<file path="config.mk">
export PLATFORM = sky130hd
export DESIGN_NAME = seq_detector_param_flat
export DESIGN_NICKNAME = d
export VERILOG_FILES = /design/src/rtl/seq_det_pkg.sv /design/src/rtl/seq_detector_param_if.sv /design/src/rtl/sat_counter.sv /design/src/rtl/seq_detector_param.sv /design/src/flat_wrapper.sv
export SDC_FILE = /design/constraint.sdc
export NUM_CORES = 1
export LEC_CHECK = 0
export ABC_CLOCK_PERIOD_IN_PS = 2000
export CAP_MARGIN = 40
export CORE_ASPECT_RATIO = 1.25
export CORE_MARGIN = 1.5
export CORE_UTILIZATION = 50
export DETAILED_ROUTE_END_ITERATION = 7
export PLACE_DENSITY = 0.77
export SLEW_MARGIN = 15
export SYNTH_ARGS = -nofsm -noshare
export SYNTH_HDL_FRONTEND = slang
export SYNTH_SLANG_ARGS = --single-unit
</file>
<file path="constraint.sdc">
create_clock -name clk -period 2 [get_ports clk]
set_input_delay 0.4 -clock clk [delete_from_list [all_inputs] [get_ports clk]]
set_output_delay 0.4 -clock clk [all_outputs]
set_load 0.01 [all_outputs]
</file>
<file path="src/rtl/seq_det_pkg.sv">
// ============================================================================
// Module   : seq_det_pkg
// Purpose  : Shared constants and helpers for the serial pattern detector.
// Revision : 1.0 - initial release
// ============================================================================
`default_nettype none

package seq_det_pkg;

  localparam int         MIN_PAT_LEN   = 2;
  localparam int         MAX_PAT_LEN   = 32;
  localparam logic [4:0] DEF_PAT_10011 = 5'b10011;

  function automatic bit pat_len_ok(input int len);
    return (len >= MIN_PAT_LEN) && (len <= MAX_PAT_LEN);
  endfunction

endpackage

`default_nettype wire

</file>
<file path="src/rtl/seq_detector_param_if.sv">
// ============================================================================
// Module   : seq_detector_param_if
// Purpose  : Serial bit/pattern-load/match-report bundle for the detector.
// Revision : 1.0 - initial release
// ============================================================================
`default_nettype none

interface seq_detector_param_if
  import seq_det_pkg::*;
#(
  parameter int PAT_LEN = 5,
  parameter int CNT_W   = 8
);

  logic               din;
  logic               din_valid;
  logic               pat_load;
  logic [PAT_LEN-1:0] pat_in;
  logic               count_clr;
  logic               seq_detected;
  logic [CNT_W-1:0]   match_count;

  modport master (
    output din, din_valid, pat_load, pat_in, count_clr,
    input  seq_detected, match_count
  );

  modport slave (
    input  din, din_valid, pat_load, pat_in, count_clr,
    output seq_detected, match_count
  );

endinterface

`default_nettype wire

</file>
<file path="src/rtl/sat_counter.sv">
// ============================================================================
// Module   : sat_counter
// Purpose  : Saturating up-counter with synchronous clear (clear wins).
// Revision : 1.0 - initial release
// ============================================================================
`default_nettype none

module sat_counter
  import seq_det_pkg::*;
#(
  parameter int W = 8
) (
  input  wire logic         clk,
  input  wire logic         reset,
  input  wire logic         inc,
  input  wire logic         clr,
  output logic [W-1:0]      count
);

  logic [W-1:0] r_count;

  always_ff @(posedge clk or negedge reset) begin
    if (!reset) begin
      r_count <= '0;
    end else if (clr) begin
      r_count <= '0;
    end else if (inc && (r_count != '1)) begin
      r_count <= r_count + 1'b1;
    end
  end

  assign count = r_count;

endmodule

`default_nettype wire

</file>
<file path="src/rtl/seq_detector_param.sv">
// ============================================================================
// Module   : seq_detector_param
// Purpose  : Parametrised Moore serial pattern detector with reloadable
//            pattern, overlap mode and saturating match counter.
// Revision : 1.0 - initial release
// ============================================================================
`default_nettype none

module seq_detector_param
  import seq_det_pkg::*;
#(
  parameter int                 PAT_LEN = 5,
  parameter logic [PAT_LEN-1:0] PATTERN = PAT_LEN'(DEF_PAT_10011),
  parameter bit                 OVERLAP = 1'b1,
  parameter int                 CNT_W   = 8
) (
  input  wire logic            clk,
  input  wire logic            reset,
  seq_detector_param_if.slave  bus
);

  localparam int                c_fill_w    = $clog2(PAT_LEN + 1);
  localparam logic [c_fill_w-1:0] c_fill_full = c_fill_w'(PAT_LEN);
  localparam logic [c_fill_w-1:0] c_fill_min  = c_fill_w'(PAT_LEN - 1);

  if (!pat_len_ok(PAT_LEN)) begin : g_bad_pat_len
    $error("seq_detector_param: PAT_LEN out of range");
  end

  // The oldest history bit is shifted out before every compare, so only
  // the youngest PAT_LEN-1 bits ever need to be stored.
  logic [PAT_LEN-2:0]  r_hist;
  logic [c_fill_w-1:0] r_fill;
  logic [PAT_LEN-1:0]  r_pat;
  logic                r_hit;

  logic [PAT_LEN-1:0]  w_next_hist;
  logic [c_fill_w-1:0] w_fill_inc;
  logic                w_match;
  logic [PAT_LEN-2:0]  w_hist_nxt;
  logic [c_fill_w-1:0] w_fill_nxt;
  logic [CNT_W-1:0]    w_count;

  assign w_next_hist = {r_hist, bus.din};
  assign w_fill_inc  = (r_fill == c_fill_full) ? r_fill : r_fill + 1'b1;
  assign w_match     = bus.din_valid && !bus.pat_load &&
                       (r_fill >= c_fill_min) && (w_next_hist == r_pat);

  if (OVERLAP) begin : g_overlap
    assign w_hist_nxt = w_next_hist[PAT_LEN-2:0];
    assign w_fill_nxt = w_fill_inc;
  end else begin : g_no_overlap
    assign w_hist_nxt = w_match ? '0 : w_next_hist[PAT_LEN-2:0];
    assign w_fill_nxt = w_match ? '0 : w_fill_inc;
  end

  // A load restarts detection and drops any bit offered in the same cycle.
  always_ff @(posedge clk or negedge reset) begin
    if (!reset) begin
      r_hist <= '0;
      r_fill <= '0;
      r_pat  <= PATTERN;
      r_hit  <= 1'b0;
    end else if (bus.pat_load) begin
      r_pat  <= bus.pat_in;
      r_hist <= '0;
      r_fill <= '0;
      r_hit  <= 1'b0;
    end else if (bus.din_valid) begin
      r_hist <= w_hist_nxt;
      r_fill <= w_fill_nxt;
      r_hit  <= w_match;
    end
  end

  sat_counter #(
    .W (CNT_W)
  ) u_match_cnt (
    .clk   (clk),
    .reset (reset),
    .inc   (w_match),
    .clr   (bus.count_clr),
    .count (w_count)
  );

  assign bus.seq_detected = r_hit;
  assign bus.match_count  = w_count;

endmodule

`default_nettype wire
</file>
<file path="src/flat_wrapper.sv">
// flat-port wrapper written by rule: the top's interface ports become plain ports
module seq_detector_param_flat import seq_det_pkg::*;
#(
  parameter int                 PAT_LEN = 5,
  parameter logic [PAT_LEN-1:0] PATTERN = PAT_LEN'(DEF_PAT_10011),
  parameter bit                 OVERLAP = 1'b1,
  parameter int                 CNT_W   = 8
)
  (clk, reset, bus_din, bus_din_valid, bus_pat_load, bus_pat_in, bus_count_clr, bus_seq_detected, bus_match_count);
  seq_detector_param_if #(.PAT_LEN(PAT_LEN), .CNT_W(CNT_W)) bus_i ();
  input  wire logic clk;
  input  wire logic reset;
  input wire logic [$bits(bus_i.din)-1:0] bus_din;
  input wire logic [$bits(bus_i.din_valid)-1:0] bus_din_valid;
  input wire logic [$bits(bus_i.pat_load)-1:0] bus_pat_load;
  input wire logic [$bits(bus_i.pat_in)-1:0] bus_pat_in;
  input wire logic [$bits(bus_i.count_clr)-1:0] bus_count_clr;
  output wire logic [$bits(bus_i.seq_detected)-1:0] bus_seq_detected;
  output wire logic [$bits(bus_i.match_count)-1:0] bus_match_count;
  assign bus_i.din = bus_din;
  assign bus_i.din_valid = bus_din_valid;
  assign bus_i.pat_load = bus_pat_load;
  assign bus_i.pat_in = bus_pat_in;
  assign bus_i.count_clr = bus_count_clr;
  assign bus_seq_detected = bus_i.seq_detected;
  assign bus_match_count = bus_i.match_count;
  seq_detector_param #(.PAT_LEN(PAT_LEN), .PATTERN(PATTERN), .OVERLAP(OVERLAP), .CNT_W(CNT_W)) u_core (.clk(clk), .reset(reset), .bus(bus_i));
endmodule
</file>
# ---- After elaboration in Yosys (flattened, before gate mapping)
# Index checks and enable logic that the tools add are counted.
dict set report totals {
  register_bits 21
  output_inout_bits 9
  wordCells 29
}
dict set report op_classes {
  addsub 2
  n_lt_le_gt_ge 1
  n_eq_ne 4
  mux 9
  reduce_logical 8
}
# operator n
set ops {}
lappend ops {{2-to-1 mux 8 bit} 2}
lappend ops {{2-to-1 mux 3 bit} 3}
lappend ops {{adder 8 x 1 -> 8 bit (second input constant)} 1}
lappend ops {{2-to-1 mux 4 bit} 2}
lappend ops {{!= test 8 bit (second input constant)} 1}
lappend ops {{equality test 5 bit} 1}
lappend ops {{logical AND 1 bit} 4}
lappend ops {{nonzero test 2 bit} 2}
lappend ops {{adder 3 x 1 -> 3 bit (second input constant)} 1}
lappend ops {{equality test 3 bit (second input constant)} 1}
lappend ops {{greater-or-equal comparator 3 bit (second input constant)} 1}
lappend ops {{2-to-1 mux 1 bit} 2}
lappend ops {{!= test 2 bit (second input constant)} 1}
lappend ops {{AND reduction 2 bit} 1}
lappend ops {{zero test 1 bit} 1}

# ---- Longest topological paths before layout
# Gate-level depths: netlist of the first run.
dict set report logic_depth {
  ltp_word 7
  ltp_mapped 7
  mapped_depth_nobuf 5
}

# ---- By module
# Synthesis of the first run repeated with hierarchy kept, for this count alone.
dict set report hier_totals {
  hier_cells 100
  area_unflattened_um2 1108.6
}
# module n_inst cells_each area_per_inst_um2
set modules_own_cells {}
lappend modules_own_cells {seq_detector_param 1 51 644.4}
lappend modules_own_cells {sat_counter 1 49 464.2}

# ---- Worst setup path before layout of the first run
# No wires, ideal clock.
dict set report synth_timing {
  kind {register to register}
  start {register u_core.r_pat[4]}
  end {register u_core.u_match_cnt.r_count[3], in the netlist u_core.u_match_cnt.count[3]}
  arrival_ns 1.625
  path_slack_ns 0.250
  stages_incl_launch_ff 7
  path_cell_list {dfstp_2 xor2_1 nor4_4 and3_1 buf_6 nand3_4 mux2_4}
}
dict set report synth_between {
  elab_chain_len 4
}
# element line_no
set synth_lines {}
lappend synth_lines {{start: declaration} seq_detector_param.sv:34} ;# logic [PAT_LEN-1:0] r_pat;
lappend synth_lines {{start signal: assignment} seq_detector_param.sv:65} ;# r_pat <= bus.pat_in;
lappend synth_lines {{equality test 5 bit} seq_detector_param.sv:47} ;# (r_fill >= c_fill_min) && (w_next_hist == r_pat);
lappend synth_lines {{logical AND 1 bit} seq_detector_param.sv:47}
lappend synth_lines {{logical AND 1 bit} sat_counter.sv:27} ;# end else if (inc && (r_count != '1)) begin
lappend synth_lines {{nonzero test 2 bit (no source line)} n/a}
lappend synth_lines {{end signal: assignment} sat_counter.sv:28} ;# r_count <= r_count + 1'b1;
lappend synth_lines {{end: declaration} sat_counter.sv:20} ;# logic [W-1:0] r_count;
# No other way between the ends.
# A chain may end at the register's enable or synchronous reset.

# ---- Final worst setup path of the first run
dict set report layout_timing {
  start {register u_core.u_match_cnt.r_count[2], in the netlist u_core.u_match_cnt.count[2]}
  end {output port bus_match_count[2]}
}
# element line_no
set layout_rtl {}
lappend layout_rtl {{end: declaration} flat_wrapper.sv:19} ;# output wire logic [$bits(bus_i.match_count)-1:0] bus_match_count;
# No word-level cell between the ends.

==> impl_metrics.sql, run 1 <==
INSERT INTO impl_metrics (metric_group, metric, value, unit) VALUES
('clock_network', 'clock_sinks', '21', ''),
('worst_setup_path', 'worstPathArrival', '1.36', 'ns'),
('place', 'place.port_buffers', '19', ''),
('worst_setup_path', 'slowest_stage_cell_on_the_critical_path', 'sky130_fd_sc_hd__clkdlybuf4s50_1', ''),
('synth', 'yosys-top-cells-count', 'sky130_fd_sc_hd__dfrtp_1 (18), sky130_fd_sc_hd__nor2_1 (12), sky130_fd_sc_hd__xor2_1 (7)', ''),
('power', 'leakage', '0.621', 'nW'),
('clock_network', 'holdBufCountCts', '0', ''),
('die', 'rows', '18', ''),
('worst_setup_path', 'setup.worst_path.end_class', 'primary output', ''),
('die', 'initial_core_util', '0.542', ''),
('finish', 'n_fill_cell', '146', ''),
('worst_setup_path', 'cp_cell_sequence', 'clkdlybuf4s50_1', ''),
('grt', 'grt_overflow_total', '0', ''),
('grt', 'antenna_found_initial', '0', ''),
('synth', 'synth.avg_cell_area', '11.6', 'um^2'),
('die', 'die_area', '2460', 'um^2'),
('sta', 'final.setup.tns', '0', 'ns'),
('grt', 'via_count_of_the_first_global_routing_pass', '814', ''),
('clock_network', 'tritoncts', 'yes', ''),
('route', 'drt_drc_violations_left', '2', ''),
('sta', 'finalMaxSlewViolations', '0', ''),
('worst_setup_path', 'worstPathRequired', '1.60', 'ns'),
('synth', 'yosys_warnings', '0', ''),
('route', 'wire_per_inst', '14.1', 'um'),
('sta', 'finalCriticalPeriod', '1.76', 'ns'),
('synth', 'synth.top_cell.area_share', '0.415', ''),
('finish', 'multi_input_area', '526', 'um^2'),
('place', 'placement.setup.worst_slack', '0.0243', 'ns'),
('route', 'vias_per_cell', '5.50', ''),
('power', 'irDropWorstVdd', '0.498', 'mV'),
('finish', 'design.final.nets', '136', ''),
('clock_network', 'worst_setup_hold_path_clk_slew', '0.12', 'ns'),
('synth', 'postSynth.asyncResetShare', '1.00', ''),
('sta', 'timing.slew.headroom', '0.741', ''),
('clock_network', 'cts_max_path_buffers', '2', ''),
('min_path', 'worstHoldPathType', 'input port to async pin', ''),
('finish', 'stdcell_area', '1360', 'um^2'),
('clock_network', 'setup_buffers_after_cts', '0', ''),
('finish', 'fin_cells', '141', ''),
('grt', 'grt_start_max_net_pins', '22', ''),
('die', 'area_inside_the_core_boundary', '2000', 'um^2'),
('worst_setup_path', 'crit_buf_inv', '1', ''),
('clock_network', 'cts-root-buf', 'sky130_fd_sc_hd__clkbuf_4', ''),
('place', 'dp_hpwl', '1.48', 'mm'),
('synth', 'yosysUniqueCellTypes', '35', ''),
('finish', 'seq_area', '529', 'um^2'),
('synth', 'synth.ff_latch_count', '21', ''),
('synth', 'post-synth-top-area-cell', 'sky130_fd_sc_hd__dfrtp_1', ''),
('worst_setup_path', 'worstSetupPathType', 'flop to primary output', ''),
('synth', 'sequential_fraction_of_the_synthesis_area', '0.487', ''),
('clock_network', 'htree_levels', '1', ''),
('die', 'pin_count', '20', ''),
('sta', 'timing_hold_violations_final', '0', ''),
('finish', 'drive_above_1_share', '0.231', ''),
('sta', 'skew', '0.00568', 'ns'),
('power', 'total_power', '0.000769', 'W'),
('place', 'placed_cell_area', '1330', 'um^2'),
('die', 'fp.dieW', '44.7', 'um'),
('route', 'ant_nets', '0', ''),
('clock_network', 'post_cts_resized', '0', ''),
('synth', 'netlist_instances', '94', ''),
('synth', 'synth_edf_count', '0', ''),
('outcome', 'violations', 'design-rule violations', ''),
('sta', 'timing.final.ws_setup', '0.241', 'ns'),
('sta', 'setup_viol', '0', ''),
('worst_setup_path', 'cp_top_family', 'buffers and inverters', ''),
('clock_network', 'clk-insertion-delay-late', '0.31', 'ns'),
('worst_setup_path', 'critPathMaxStageDelay', '0.58', 'ns'),
('route', 'first_iter_violations', '9', ''),
('outcome', 'outcome', 'finished with violations', ''),
('finish', 'area.growth.synth_to_final', '25.2', '%');
[through the flow]
stage / hold WS [ns] / util
global placement: 0.512 / 0.665
finish: 0.420 / 0.679
floorplan: 0.104 / -
CTS: 0.430 / 0.679
detailed placement: 0.510 / 0.665
global route: 0.427 / 0.679
[registers in the layout (all words and copies together) (netlist names)]
signal	count
u_core.r_hist	4
u_core.bus.seq_detected	1
u_core.r_fill	3
u_core.r_pat	5
u_core.u_match_cnt.count	8
[kinds of logic after synthesis]
group                    Yosys count  share of synthesized area
buffers and inverters              5                     0.0288
flip-flops                        21                      0.487
AO/OA/AOI/OAI                      8                     0.0472
multiplexers                      12                      0.121
AND/OR/NAND/NOR                   36                      0.209
adder cells (fa/ha/maj)            3                     0.0346
XOR/XNOR                           9                     0.0726
[layout by cell type (no fill, tap or decap), drive strengths merged, types with 2 or more instances in the layout]
| cell | Yosys | routed |
|---|---|---|
| nand2 | 3 | 3 |
| and2 | 2 | 2 |
| buf | 3 | 8 |
| nor2 | 12 | 12 |
| and3 | 4 | 4 |
| dfstp | 3 | 3 |
| mux2 | 6 | 6 |
| a21oi | 4 | 4 |
| ha | 3 | 3 |
| clkbuf | 1 | 4 |
| nor3 | 2 | 2 |
| xor2 | 7 | 7 |
| xnor2 | 2 | 2 |
| dfrtp | 18 | 18 |
| clkdlybuf4s50 | 0 | 19 |
| nand4 | 4 | 4 |
| mux2i | 6 | 6 |
[area by class of cell]
type,instances,share of cell area
clock buffers,4,0.0193
inverters,1,0.00276
multi-input cells,68,0.386
flip-flops and latches,21,0.389
well taps,20,0.0184
repair buffers,27,0.184
[where the power goes]
part           switching [W]  internal (W)  leakage [nW]  total [W]
sequential         0.0000129      0.000446         0.276   0.000459
clock               0.000133     0.0000779        0.0150   0.000210
combinational      0.0000452     0.0000541         0.330  0.0000993
[final timing paths]
path | startpoint | to | slack, ns | cells past startpoint
min in group clk | u_core.bus.seq_detected | u_core.bus.seq_detected | 0.54 | 1
worst min-delay path | reset | u_core.u_match_cnt.count[0] | 0.42 | 2
worst max register to register | u_core.r_pat[4] | u_core.u_match_cnt.count[6] | 0.25 | 6
max in group asynchronous | reset | u_core.r_pat[0] | 1.30 | 2
worst min register to register | u_core.bus.seq_detected | u_core.bus.seq_detected | 0.54 | 1
worst max-delay path | u_core.u_match_cnt.count[2] | bus_match_count[2] | 0.24 | 1
[metal layers]
metal	vias up	global-route usage	share of wire
met4	0	0.146	0.034
li1	382	-	-
met5	-	0	0
met3	6	0.0325	0.032
met1	370	0.206	0.43
met2	18	0.357	0.50
Power figures use the tool's default switching activity.
==> inputs of run 2 (changes only) <==
--- a/config.mk
+++ b/config.mk
@@ -5,13 +5,12 @@
 export SDC_FILE = /design/constraint.sdc
 export NUM_CORES = 1
 export LEC_CHECK = 0
-export ABC_CLOCK_PERIOD_IN_PS = 2000
 export CAP_MARGIN = 40
 export CORE_ASPECT_RATIO = 1.25
 export CORE_MARGIN = 1.5
 export CORE_UTILIZATION = 50
 export DETAILED_ROUTE_END_ITERATION = 7
-export PLACE_DENSITY = 0.77
+export PLACE_DENSITY_LB_ADDON = 0.1
 export SLEW_MARGIN = 15
 export SYNTH_ARGS = -nofsm -noshare
 export SYNTH_HDL_FRONTEND = slang
==> impl_metrics.sql, run 2 (same netlist as run 1, synthesis figures left out) <==
INSERT INTO impl_metrics (metric_group, metric, value, unit) VALUES
('power', 'power.clock.fraction', '0.273', ''),
('clock_network', 'setup_buffers_after_cts', '0', ''),
('die', 'fp.dieW', '44.7', 'um'),
('die', 'floorplan.die.height', '55.1', 'um'),
('sta', 'skew', '0.00369', 'ns'),
('grt', 'grt_overflow_total', '0', ''),
('outcome', 'violations', 'design-rule violations', ''),
('sta', 'setup_viol', '0', ''),
('route', 'drt_drc_violations_left', '2', ''),
('worst_setup_path', 'rr_startpoint', 'u_core.r_pat[4]', ''),
('grt', 'via_count_of_the_first_global_routing_pass', '755', ''),
('sta', 'max_freq', '556', 'MHz'),
('min_path', 'worstHoldPathType', 'input port to async pin', ''),
('power', 'irDropWorstVdd', '0.387', 'mV'),
('route', 'wl', '1.98', 'mm'),
('route', 'drt-pass1-iter-count', '6', ''),
('die', 'die_area', '2460', 'um^2'),
('die', 'initial_core_util', '0.542', ''),
('worst_setup_path', 'worstSetupPathType', 'flop to flop', ''),
('place', 'dp_hpwl', '1.46', 'mm'),
('finish', 'largest_register_ff_count', '8', ''),
('sta', 'tightest_slew', '0.360', 'ns'),
('sta', 'rsz0062_at_grt', 'false', ''),
('grt', 'grt_start_max_net_pins', '22', ''),
('place', 'place.port_buffers', '19', ''),
('grt', 'grt_usage', '0.176', ''),
('sta', 'final.setup.tns', '0', 'ns'),
('finish', 'layout.cells.most_common', 'sky130_fd_sc_hd__clkdlybuf4s50_1', ''),
('place', 'placed_cell_area', '1330', 'um^2'),
('die', 'area_inside_the_core_boundary', '2000', 'um^2'),
('sta', 'timing.final.ws_setup', '0.201', 'ns'),
('finish', 'mostFrequentLayoutCells', 'sky130_fd_sc_hd__clkdlybuf4s50_1 (19), sky130_fd_sc_hd__dfrtp_1 (18), sky130_fd_sc_hd__nor2_1 (12)', ''),
('clock_network', 'htree_levels', '1', ''),
('clock_network', 'tritoncts', 'yes', ''),
('clock_network', 'cts_made_buffers', '3', ''),
('power', 'switching_share', '0.246', ''),
('place', 'place_congestion', '0.848', ''),
('worst_setup_path', 'timing.reg2reg.worst_path_depth', '6', ''),
('power', 'total_switching_power', '0.000188', 'W'),
('power', 'cellPowerDensity', '565', 'nW/um^2'),
('sta', 'finalCriticalPeriod', '1.80', 'ns'),
('worst_setup_path', 'crit_path_max_fanout', '5', ''),
('finish', 'design.final.nets', '135', ''),
('worst_setup_path', 'sort_of_element_at_the_start_of_the_critical_path', 'flop', ''),
('clock_network', 'worst_setup_hold_path_clk_slew', '0.12', 'ns'),
('die', 'rows', '18', ''),
('worst_setup_path', 'worstPathRequired', '2.21', 'ns'),
('grt', 'antenna_found_initial', '0', ''),
('power', 'seq_power_share', '0.601', ''),
('power', 'leakage', '0.616', 'nW'),
('sta', 'timing_hold_violations_final', '0', ''),
('place', 'placement.setup.worst_slack', '0.0117', 'ns'),
('power', 'power_report.internal_total', '0.000576', 'W'),
('route', 'vias_per_cell', '5.58', ''),
('clock_network', 'clock_sinks', '21', ''),
('route', 'wire_per_inst', '14.2', 'um'),
('worst_setup_path', 'worstPathArrival', '2.01', 'ns'),
('finish', 'antenna-diode-count', '0', ''),
('grt', 'global_route_wire_length_before_repair', '3.10', 'mm'),
('route', 'route.vias.total', '781', ''),
('clock_network', 'holdBufCountCts', '0', ''),
('clock_network', 'cts-root-buf', 'sky130_fd_sc_hd__clkbuf_4', ''),
('sta', 'timing.slew.headroom', '0.758', ''),
('outcome', 'outcome', 'finished with violations', ''),
('finish', 'drive_above_1_share', '0.225', ''),
('clock_network', 'clk-insertion-delay-late', '0.31', 'ns'),
('worst_setup_path', 'setup.worst_path.end_class', 'flop', ''),
('clock_network', 'post_cts_resized', '0', ''),
('power', 'comb_power_share', '0.127', ''),
('worst_setup_path', 'worst_flop_to_flop_path_endpoint', 'u_core.u_match_cnt.count[1]', ''),
('finish', 'n_fill_cell', '159', ''),
('die', 'pin_count', '20', ''),
('sta', 'timing.final.crit_share', '0.899', ''),
('run', 'max_cap_violations', '0', ''),
('finish', 'area.growth.synth_to_final', '24.5', '%'),
('route', 'ant_nets', '0', ''),
('route', 'first_iter_violations', '3', ''),
('worst_setup_path', 'timing.reg2reg.setup_slack', '0.20', 'ns'),
('clock_network', 'cts_max_path_buffers', '2', ''),
('finish', 'stdcell_area', '1350', 'um^2'),
('sta', 'finalMaxSlewViolations', '0', '');
[run 2: changes by cell type in the layout (fill, tap and decap cells not counted), sizes merged]
cell | previous run | this run
buf | 8 | 7
[run 2: power groups by stage]
stage	clock (W)	combinational [W]	sequential, W
6_report	0.000208	0.0000967	0.000459
3_5_place_dp	0	0.0000985	0.000467
4_1_cts	0.000214	0.0000989	0.000459
2_1_floorplan	0	0.0000571	0.000464
5_1_grt	0.000224	0.000108	0.000461
3_3_place_gp	0	0.0000951	0.000466
[run 2: worst max-delay path by stage]
stage	start	endpoint	slack [ns]
6_report	u_core.r_pat[4]	u_core.u_match_cnt.count[1]	0.20
3_5_place_dp	bus_din	u_core.u_match_cnt.count[1]	0.01
4_1_cts	u_core.r_pat[4]	u_core.u_match_cnt.count[1]	0.18
5_1_grt	u_core.r_pat[4]	u_core.u_match_cnt.count[1]	0.07
3_3_place_gp	bus_din	u_core.u_match_cnt.count[3]	0.03
2_1_floorplan	u_core.r_pat[4]	u_core.u_match_cnt.count[3]	0.25
[run 2: area by class of cell]
cell class | count | area, um^2 | area share
Clock buffer | 4 | 26.3 | 0.0194
Sequential cell | 21 | 529 | 0.391
Timing Repair Buffer | 26 | 243 | 0.179
Tap cell | 20 | 25.0 | 0.0185
Inverter | 1 | 3.75 | 0.00278
Multi-Input combinational cell | 68 | 526 | 0.389
[run 2: critical path: stages, from the launching register on]
cell and delay, ns:
sky130_fd_sc_hd__dfstp_2 0.56, sky130_fd_sc_hd__xor2_1 0.10, sky130_fd_sc_hd__nor4_4 0.36, sky130_fd_sc_hd__and3_1 0.30, sky130_fd_sc_hd__buf_4 0.16, sky130_fd_sc_hd__mux2i_1 0.17
sky130_fd_sc_hd__nor2_1 0.05
[run 2: routing by layer]
layer	share of wire	global-route usage
met5	0	0
met4	0.017	0.121
met3	0.024	0.0195
met2	0.53	0.316
met1	0.43	0.194
[run 2: stage by stage]
step	hold WS, ns	util	std cells	total power, W
global placement	0.504	0.662	136	0.000561
global route	0.450	0.675	140	0.000793
CTS	0.428	0.675	140	0.000772
floorplan	0.104	-	94	0.000521
detailed placement	0.502	0.662	136	0.000566
finish	0.417	0.675	140	0.000764
